[config.mk]
export PLATFORM = sky130hd
export DESIGN_NAME = pipe_cla_adder_flat
export DESIGN_NICKNAME = d
export VERILOG_FILES = /design/src/rtl/pipe_cla_pkg.sv /design/src/rtl/pipe_cla_adder_if.sv /design/src/rtl/cla_block.sv /design/src/rtl/pipe_cla_adder.sv /design/src/flat_wrapper.sv
export SDC_FILE = /design/constraint.sdc
export NUM_CORES = 1
export LEC_CHECK = 0
export BUFFER_PORTS_ARGS = -buffer_cell sky130_fd_sc_hd__buf_2
export CELL_PAD_IN_SITES_DETAIL_PLACEMENT = 0
export CELL_PAD_IN_SITES_GLOBAL_PLACEMENT = 1
export CORE_ASPECT_RATIO = 1.75
export CORE_MARGIN = 10
export CORE_UTILIZATION = 44
export DETAILED_ROUTE_END_ITERATION = 7
export GPL_TIMING_DRIVEN = 0
export PLACE_DENSITY_LB_ADDON = 0.1
export SETUP_SLACK_MARGIN = 0.05
export SLEW_MARGIN = 10
export SYNTH_ARGS = -nofsm -noshare
export SYNTH_HDL_FRONTEND = slang
export SYNTH_SLANG_ARGS = --single-unit
[constraint.sdc]
create_clock -name clk -period 2.44 [get_ports clk]
set_input_delay 0.122 -clock clk [delete_from_list [all_inputs] [get_ports clk]]
set_output_delay 0.122 -clock clk [all_outputs]
set_load 0.02 [all_outputs]
[src/rtl/pipe_cla_pkg.sv]
// rtl/pipe_cla_pkg.sv - shared types, defaults and stage-count helper for the pipelined CLA adder
//
// Contents:
//   DEFAULT_WIDTH / DEFAULT_BLK_W  default operand width and bits resolved per stage
//   stage_ctl_t                    per-stage valid flag and registered block carry-out
//   num_blk()                      number of lookahead blocks (= pipeline stages)
package pipe_cla_pkg;

    localparam int DEFAULT_WIDTH = 32;
    localparam int DEFAULT_BLK_W = 8;

    typedef struct packed {
        logic valid;
        logic carry;
    } stage_ctl_t;

    function automatic int num_blk(input int width, input int blk_w);
        return width / blk_w;
    endfunction

endpackage

[src/rtl/pipe_cla_adder_if.sv]
// rtl/pipe_cla_adder_if.sv - operand/result handshake bundle for pipe_cla_adder
//
// Signals:
//   in_valid/in_ready    operand beat handshake (a, b, cin, sub)
//   out_valid/out_ready  result handshake (sum, cout, and ovf when PIPE_CLA_OVF_EN is defined)
// Modports:
//   master  drives operands and out_ready (upstream/downstream side)
//   slave   the adder itself
// Optional: `define PIPE_CLA_OVF_EN adds the ovf result signal.
interface pipe_cla_adder_if
    import pipe_cla_pkg::*;
#(
    parameter int WIDTH = DEFAULT_WIDTH
);

    logic             in_valid;
    logic             in_ready;
    logic [WIDTH-1:0] a;
    logic [WIDTH-1:0] b;
    logic             cin;
    logic             sub;
    logic             out_valid;
    logic             out_ready;
    logic [WIDTH-1:0] sum;
    logic             cout;
`ifdef PIPE_CLA_OVF_EN
    logic             ovf;

    modport master (
        output in_valid, a, b, cin, sub, out_ready,
        input  in_ready, out_valid, sum, cout, ovf
    );

    modport slave (
        input  in_valid, a, b, cin, sub, out_ready,
        output in_ready, out_valid, sum, cout, ovf
    );
`else
    modport master (
        output in_valid, a, b, cin, sub, out_ready,
        input  in_ready, out_valid, sum, cout
    );

    modport slave (
        input  in_valid, a, b, cin, sub, out_ready,
        output in_ready, out_valid, sum, cout
    );
`endif

endinterface

[src/rtl/cla_block.sv]
// rtl/cla_block.sv - combinational BLK_W-bit carry-lookahead adder block
//
// Ports:
//   a, b   BLK_W-bit operands (b already inverted by the caller for subtraction)
//   cin    carry into bit 0
//   sum    BLK_W-bit sum
//   cout   carry out of bit BLK_W-1
//   c_msb  carry into bit BLK_W-1 (used for signed overflow)
module cla_block #(
    parameter int BLK_W = 8
) (
    input  logic [BLK_W-1:0] a,
    input  logic [BLK_W-1:0] b,
    input  logic             cin,
    output logic [BLK_W-1:0] sum,
    output logic             cout,
    output logic             c_msb
);

    logic [BLK_W-1:0] g;
    logic [BLK_W-1:0] p;
    logic [BLK_W:0]   c;
    logic             gen_acc;
    logic             prop_acc;

    assign g = a & b;
    assign p = a ^ b;

    // Each carry is the flat sum-of-products over all lower generates,
    // not a chain through c[i], so every carry is two logic levels deep.
    always_comb begin
        c        = '0;
        gen_acc  = 1'b0;
        prop_acc = 1'b1;
        c[0]     = cin;
        for (int i = 0; i < BLK_W; i++) begin
            gen_acc  = 1'b0;
            prop_acc = 1'b1;
            for (int j = i; j >= 0; j--) begin
                gen_acc  = gen_acc | (g[j] & prop_acc);
                prop_acc = prop_acc & p[j];
            end
            c[i+1] = gen_acc | (prop_acc & cin);
        end
    end

    assign sum   = p ^ c[BLK_W-1:0];
    assign cout  = c[BLK_W];
    assign c_msb = c[BLK_W-1];

endmodule

[src/rtl/pipe_cla_adder.sv]
// rtl/pipe_cla_adder.sv - pipelined carry-lookahead adder/subtractor, one BLK_W block per stage
//
// Ports:
//   clk    rising-edge clock
//   rst_n  asynchronous active-low reset
//   bus    pipe_cla_adder_if.slave: in_valid/in_ready, a, b, cin, sub,
//          out_valid/out_ready, sum, cout (+ ovf)
// Optional: `define PIPE_CLA_OVF_EN adds the registered signed-overflow output bus.ovf.
// Latency is WIDTH/BLK_W cycles; throughput one beat per cycle; the whole
// pipeline freezes while a result is waiting on out_ready.
module pipe_cla_adder
    import pipe_cla_pkg::*;
#(
    parameter int WIDTH = DEFAULT_WIDTH,
    parameter int BLK_W = DEFAULT_BLK_W
) (
    input  logic              clk,
    input  logic              rst_n,
    pipe_cla_adder_if.slave   bus
);

    localparam int NUM_BLK = num_blk(WIDTH, BLK_W);
    localparam int LAST    = NUM_BLK - 1;

    logic               advance;
    logic [NUM_BLK-1:0] cmsb_all;
    logic               unused_cmsb;

    for (genvar k = 0; k < NUM_BLK; k++) begin : stage
        // Operand bits not yet consumed on entry to this stage; the block
        // eats the low BLK_W of them, the rest ride the skew registers.
        localparam int IN_W = WIDTH - k * BLK_W;
        localparam int LO_W = k * BLK_W;

        logic [IN_W-1:0]       in_a;
        logic [IN_W-1:0]       in_b;
        logic                  in_valid;
        logic                  in_cin;
        logic [LO_W+BLK_W-1:0] sum_nxt;
        logic [BLK_W-1:0]      blk_sum;
        logic                  blk_cout;
        logic                  blk_cmsb;
        stage_ctl_t            ctl_q;
        logic [LO_W+BLK_W-1:0] sum_q;

        if (k == 0) begin : g_first
            assign in_a     = bus.a;
            assign in_b     = bus.sub ? ~bus.b : bus.b;
            assign in_cin   = bus.sub | bus.cin;
            assign in_valid = bus.in_valid;
            assign sum_nxt  = blk_sum;
        end else begin : g_next
            assign in_a     = stage[k-1].g_skew.a_q;
            assign in_b     = stage[k-1].g_skew.b_q;
            assign in_cin   = stage[k-1].ctl_q.carry;
            assign in_valid = stage[k-1].ctl_q.valid;
            assign sum_nxt  = {blk_sum, stage[k-1].sum_q};
        end

        cla_block #(
            .BLK_W (BLK_W)
        ) u_blk (
            .a     (in_a[BLK_W-1:0]),
            .b     (in_b[BLK_W-1:0]),
            .cin   (in_cin),
            .sum   (blk_sum),
            .cout  (blk_cout),
            .c_msb (blk_cmsb)
        );

        assign cmsb_all[k] = blk_cmsb;

        // Data registers load on bubbles too; only ctl_q.valid qualifies them.
        always_ff @(posedge clk or negedge rst_n) begin
            if (!rst_n) begin
                ctl_q <= '0;
                sum_q <= '0;
            end else if (advance) begin
                ctl_q.valid <= in_valid;
                ctl_q.carry <= blk_cout;
                sum_q       <= sum_nxt;
            end
        end

        if (k < LAST) begin : g_skew
            logic [IN_W-BLK_W-1:0] a_q;
            logic [IN_W-BLK_W-1:0] b_q;

            always_ff @(posedge clk or negedge rst_n) begin
                if (!rst_n) begin
                    a_q <= '0;
                    b_q <= '0;
                end else if (advance) begin
                    a_q <= in_a[IN_W-1:BLK_W];
                    b_q <= in_b[IN_W-1:BLK_W];
                end
            end
        end
    end

    // Only the top block's MSB carry matters (and only for ovf).
    assign unused_cmsb = ^cmsb_all;

    assign advance       = !stage[LAST].ctl_q.valid || bus.out_ready;
    assign bus.in_ready  = advance;
    assign bus.out_valid = stage[LAST].ctl_q.valid;
    assign bus.sum       = stage[LAST].sum_q;
    assign bus.cout      = stage[LAST].ctl_q.carry;

`ifdef PIPE_CLA_OVF_EN
    logic ovf_q;

    always_ff @(posedge clk or negedge rst_n) begin
        if (!rst_n) begin
            ovf_q <= 1'b0;
        end else if (advance) begin
            ovf_q <= stage[LAST].blk_cmsb ^ stage[LAST].blk_cout;
        end
    end

    assign bus.ovf = ovf_q;
`endif

endmodule

[src/flat_wrapper.sv]
// flat-port wrapper written by rule: the top's interface ports become plain ports
module pipe_cla_adder_flat import pipe_cla_pkg::*;
#(
    parameter int WIDTH = DEFAULT_WIDTH,
    parameter int BLK_W = DEFAULT_BLK_W
)
  (clk, rst_n, bus_in_valid, bus_a, bus_b, bus_cin, bus_sub, bus_out_ready, bus_in_ready, bus_out_valid, bus_sum, bus_cout);
  pipe_cla_adder_if #(.WIDTH(WIDTH)) bus_i ();
  input  logic clk;
  input  logic rst_n;
  input wire logic [$bits(bus_i.in_valid)-1:0] bus_in_valid;
  input wire logic [$bits(bus_i.a)-1:0] bus_a;
  input wire logic [$bits(bus_i.b)-1:0] bus_b;
  input wire logic [$bits(bus_i.cin)-1:0] bus_cin;
  input wire logic [$bits(bus_i.sub)-1:0] bus_sub;
  input wire logic [$bits(bus_i.out_ready)-1:0] bus_out_ready;
  output wire logic [$bits(bus_i.in_ready)-1:0] bus_in_ready;
  output wire logic [$bits(bus_i.out_valid)-1:0] bus_out_valid;
  output wire logic [$bits(bus_i.sum)-1:0] bus_sum;
  output wire logic [$bits(bus_i.cout)-1:0] bus_cout;
  assign bus_i.in_valid = bus_in_valid;
  assign bus_i.a = bus_a;
  assign bus_i.b = bus_b;
  assign bus_i.cin = bus_cin;
  assign bus_i.sub = bus_sub;
  assign bus_i.out_ready = bus_out_ready;
  assign bus_in_ready = bus_i.in_ready;
  assign bus_out_valid = bus_i.out_valid;
  assign bus_sum = bus_i.sum;
  assign bus_cout = bus_i.cout;
  pipe_cla_adder #(.WIDTH(WIDTH), .BLK_W(BLK_W)) u_core (.clk(clk), .rst_n(rst_n), .bus(bus_i));
endmodule
; Word-level counts from Yosys, hierarchy flattened
; Index checks and enable logic that the tools add are counted.
[classes]
muxes = 1
bitwise = 414
n_reduce_logical = 2
[op_table]
columns = operator, n
row1 = $and 1x1->1, 256
row2 = $or 1x1->1, 145
row3 = $xor 8x8->8, 8
row4 = $and 8x8->8, 4
row5 = $mux 32, 1
row6 = $not 32->32, 1
row7 = $logic_not 1->1, 1
row8 = $logic_or 1x1->1, 1
[totals]
regBits = 184
input_bits = 70
out_inout_bits = 35
word_cells = 435

; Depth between registers and ports, before layout
[depth]
depth_word = 12
mapped_depth = 9
ltp_nobuf = 7

; By module
; Synthesis repeated with hierarchy kept, for this count alone.
[unflattened]
cells_unflattened = 570
hier_area_um2 = 9033.7
[modules_own_cells]
columns = module, n_inst, cells_per_inst, area_per_inst_um2, seq_area_each_um2
row1 = pipe_cla_adder, 1, 427, 7764.9, 4604.4
row2 = cla_block (u_core.stage[1].u_blk ...), 2, 37, 327.8, 0.0
row3 = cla_block (u_core.stage[0].u_blk), 1, 35, 310.3, 0.0
row4 = cla_block (u_core.stage[3].u_blk), 1, 34, 302.8, 0.0

; Least setup slack after synthesis
; No wires, ideal clock.
[synth_timing]
kind = input -> register
from = in bus_sub
to = reg u_core.stage[0].sum_q[7]
setup_ns = 0.069
t_arrival_ns = 2.067
required_time_ns = 2.371
setup_slack_ns = 0.304
path_stages = 9
path_buffers = 2
path_cell_list = buf_2 -> buf_2 -> xor2_1 -> ha_1 -> or4_1 -> o21ai_1 -> a31oi_1 -> or4b_1 -> nand3_1
[synth_via]
elab_chain_len = 11
elab_cells_between_ends = 25
cone_classes = 1 x mux / 24 x bitwise
[synth_rtl]
columns = element, line_no
row1 = from (decl), flat_wrapper.sv:15  ; input wire logic [$bits(bus_i.sub)-1:0] bus_sub;
row2 = $mux 32, pipe_cla_adder.sv:48  ; assign in_b = bus.sub ? ~bus.b : bus.b;
row3 = $and 8x8->8 or $xor 8x8->8 (tied branches), "cla_block.sv:26, cla_block.sv:27"
row4 = "$and 1x1->1, on equally long branches", "cla_block.sv:40, cla_block.sv:41"
row5 = $or 1x1->1 (tied with other cells) (5 in series), cla_block.sv:40  ; gen_acc = gen_acc | (g[j] & prop_acc);
row6 = $or 1x1->1 or $and 1x1->1 (tied branches), "cla_block.sv:40, cla_block.sv:43"
row7 = $or 1x1->1, cla_block.sv:43  ; c[i+1] = gen_acc | (prop_acc & cin);
row8 = $xor 8x8->8 *, cla_block.sv:47  ; assign sum = p ^ c[BLK_W-1:0];
row9 = to (signal assigned), pipe_cla_adder.sv:81  ; sum_q <= sum_nxt;
row10 = to (decl), pipe_cla_adder.sv:44  ; logic [LO_W+BLK_W-1:0] sum_q;
; Every way passes the cells marked *; elsewhere a longest branch is shown, timed or not.
; A chain may end at the register's enable or synchronous reset.

; Final worst setup path
[layout_timing]
from = reg u_core.stage[3].ctl_q, in the netlist u_core.bus.out_valid
to = reg u_core.stage[3].sum_q[22], in the netlist u_core.bus.sum[22]
[layout_via]
elab_chain_len = 2
[layout_rtl]
columns = element, line_no
row1 = from (decl), pipe_cla_adder.sv:43  ; stage_ctl_t ctl_q;
row2 = $logic_not 1->1, pipe_cla_adder.sv:104  ; assign advance = !stage[LAST].ctl_q.valid || bus.out_ready;
row3 = $logic_or 1x1->1, pipe_cla_adder.sv:104
row4 = to (signal assigned), pipe_cla_adder.sv:81
row5 = to (decl), pipe_cla_adder.sv:44
; No other way between the ends.

==> summary.md <==
| Metric | Value |
|---|---|
| Run status | finished clean |
| Worst vdd ir | 514 uV |
| Vias in the first global route | 6943 |
| Max Cap Viol | 0 |
| Clock share of power | 0.206 |
| Synth top area share | 0.554 |
| Synth-to-layout area growth | 22.7% |
| Top-count cell post-synth | nand2_1 |
| Starting Density | 0.447 |
| Synth Register Bits | 184 |
| Crit Path Max Fanout | 10 |
| Fin nets | 1195 |
| Clk_lat worst skew | 0.44 ns |
| HPWL after detailed placement | 15800 um |
| # placed instances | 1262 |
| DR pass1 iterations | 4 |
| Share of layout cells above drive strength 1 | 0.134 |
| Crit path launch | u_core.bus.out_valid$_DFFE_PN0P_ |
| Syn Area/Cell | 9.04 um2 |
| TritonCTS clock tree | done |
| Residual DRC count | 0 |
| Asr flop ratio synth | 1.00 |
| Element type at the critical path start | flop |
| Gr usage total | 0.186 |
| Logic gate share of total power | 0.399 |
| Critical path endpoint | u_core.bus.sum[22]$_DFFE_PN0P_ |
| 1st-iter DRT viols | 302 |
| Power Internal | 7.86 mW |
| Core Area | 0.0186 mm2 |
| Clk slew on worst S/H paths | 0.07 ns |
| Die X | 124 um |
| Primary FF master, synth | dfrtp_1 |
| Placer Congestion | 0.865 |
| Vias | 6568 |
| Slew Limit Headroom | 0.382 |
| Leakage | 5.15 nW |
| Synth warn | 0 |
| Final slew viol count | 0 |
| CTS buffer count | 17 |
| Seq/Total Area, Yosys | 0.554 |
| Post-layout min period | 2.24 ns |
| CP endpoint kind | flop |
| Ports | 105 |
| Tcrit/Tclk final | 0.918 |
| Largest area contributor in the netlist | dfrtp_1 |
| WS Path Type | flop to flop |
| Power, Total | 13.0 mW |
| R2r endpoint | u_core.bus.sum[22]$_DFFE_PN0P_ |
| Clk buf depth | 2 |
| Die Y | 202 um |
| Worst R2R Path Depth | 7 |
| Syn nets | 1026 |
| H-Tree Depth | 4 |
| Power Dens Cells | 1280 mW/mm2 |
| Post-DRT Antenna Nets | 0 |
| Pin count of the biggest net entering global routing | 104 |
| Detailed Route WL | 21900 um |
| Num rows | 66 |
| Final setup vio count | 0 |
| Global route overflow | 0 |
| Setup Skew | 0.00806 ns |
| Max Freq | 0.447 GHz |
| Slack of the worst reg-to-reg path | 0.20 ns |
| Most frequent cells after synthesis | nand2_1, dfrtp_1, o21ai_0 |
| Sequential Power Share | 0.396 |
| Switch share | 0.397 |
| DR WL/cell | 16.4 um |
| # clock sinks | 184 |
| Hold Path Depth | 3 |
| Worst-Margin Slew | 0.927 ns |
| Net switching power | 5.18 mW |
| Unique masters post-synth | 42 |
| Via density | 4.91 |
| Top area cells in the synthesized netlist | dfrtp_1, nand2_1, ha_1 |
| Unrepaired setup endpoints after global routing | no |
| Final std cells w/o fill | 1339 |
| PortBufs | 103 |
| Post-Synthesis Cells | 920 |
| First-pass GRT wire length | 36300 um |
| Critical Path RT | 2.82 ns |
| Post-synth EDFFs | 0 |
| Final hold violations | 0 |
| Worst r2r src | u_core.bus.out_valid$_DFFE_PN0P_ |
| Die Area | 0.0250 mm2 |
| Diodes inserted | 0 |
| Initial antenna violation count | 0 |
| Worst hold-check path type | input port to flop |
| Crit path arrival time | 2.62 ns |
| Synthesized area | 0.00831 mm2 |
| Clock tree root driver cell | clkbuf_16 |
==> cell usage in the layout, fill, tap and decap left out, types with 3 or more instances in the layout <==
cell / count
a21oi_1: 23
clkbuf_2: 7
xor2_1: 13
nor2_1: 37
a21o_1: 9
o21a_1: 4
a211oi_1: 5
buf_2: 106
clkbuf_1: 21
nand3b_1: 5
inv_6: 5
xnor2_1: 33
o31ai_1: 4
and3_1: 3
or3_1: 3
nor2b_1: 4
buf_1: 14
ha_1: 32
clkbuf_16: 17
nand2_1: 400
dlygate4sd3_1: 46
nor3_1: 12
a31oi_1: 8
inv_1: 15
nand4_1: 6
nand3_1: 8
clkinvlp_4: 4
dfrtp_1: 184
o21ai_0: 40
fa_1: 4
==> worst max-delay path, stage by stage, from the launching register on <==
cell      delay (ns)
dfrtp_1         0.37
nor2b_1         0.14
clkbuf_2        0.18
inv_2           0.15
clkbuf_1        0.51
clkbuf_1        0.55
nand2_1         0.18
nand2_1         0.10
==> registers in the layout (all words and copies together), names as in the netlist <==
register,cells
u_core.stage.g_skew.a_q,48
u_core.stage.g_skew.b_q,48
u_core.stage.sum_q,48
u_core.bus.sum,32
u_core.stage.in_cin,3
u_core.stage.in_valid,3
u_core.bus.cout,1
u_core.bus.out_valid,1
==> area by class of cell <==
class / instances / area (um2)
clock buffers: 19 / 443
repair buffers: 150 / 1010
inverters: 16 / 60.1
multi-input cells: 674 / 3470
flip-flops and latches: 184 / 4600
fillers: 1857 / 8380
plain buffers: 46 / 190
clock inverters: 12 / 118
well taps: 238 / 298
==> power by group through the flow <==
| stage | Sequential [mW] | Combinational [mW] | Clock [mW] |
|---|---|---|---|
| floorplan | 5.38 | 3.33 | 0 |
| global placement | 5.19 | 5.09 | 0 |
| detailed placement | 5.22 | 5.19 | 0 |
| CTS | 5.17 | 5.28 | 2.75 |
| global route | 5.34 | 5.96 | 2.87 |
| finish | 5.16 | 5.19 | 2.68 |
==> timing repair <==
item,in CTS,in global routing
endpoints found under the hold margin,147,0
endpoints found under the setup margin,3,40
gates resized for setup,3,10
setup buffers,0,0
hold buffers,46,0
==> routing by layer <==
layer,routed length [um],global-route usage
met1,8580,0.210
met2,11800,0.334
met3,921,0.0329
met4,607,0.0743
met5,0,0
==> metrics by stage <==
| step | hold slack [ns] | setup TNS [ns] | setup slack (ns) | utilization | cell area [um2] |
|---|---|---|---|---|---|
| floorplan | -0.174 | 0 | 0.304 | - | 8310 |
| global placement | 0.319 | -335.53 | -1.84 | 0.491 | 9130 |
| detailed placement | 0.239 | -0.0695 | -0.0525 | 0.493 | 9160 |
| CTS | 0.000154 | 0 | 0.124 | 0.548 | 10200 |
| global route | 0.0263 | 0 | 0.0949 | 0.549 | 10200 |
| finish | 0.00378 | 0 | 0.201 | 0.549 | 10200 |
==> worst min path at each step <==
stage	start	endpoint	slack (ns)
6_report	bus_b[13]	u_core.stage[0].g_skew.b_q[5]$_DFFE_PN0P_	0.004
5_1_grt	bus_b[8]	u_core.stage[0].g_skew.b_q[0]$_DFFE_PN0P_	0.03
4_1_cts	bus_b[13]	u_core.stage[0].g_skew.b_q[5]$_DFFE_PN0P_	0.0002
3_5_place_dp	rst_n	u_core.stage[1].in_valid$_DFFE_PN0P_	0.24
3_3_place_gp	bus_a[23]	u_core.stage[0].g_skew.a_q[15]$_DFFE_PN0P_	0.32
2_1_floorplan	rst_n	u_core.bus.cout$_DFFE_PN0P_	-0.17
==> cell families after synthesis <==
| kind of cell | count (synthesis) | synth area share |
|---|---|---|
| buffers and inverters | 62 | 0.0286 |
| AO/OA/AOI/OAI | 104 | 0.0754 |
| XOR/XNOR | 46 | 0.0485 |
| adder cells (fa/ha/maj) | 36 | 0.0578 |
| AND/OR/NAND/NOR | 488 | 0.236 |
| flip-flops | 184 | 0.554 |
Power figures use the tool's default switching activity.
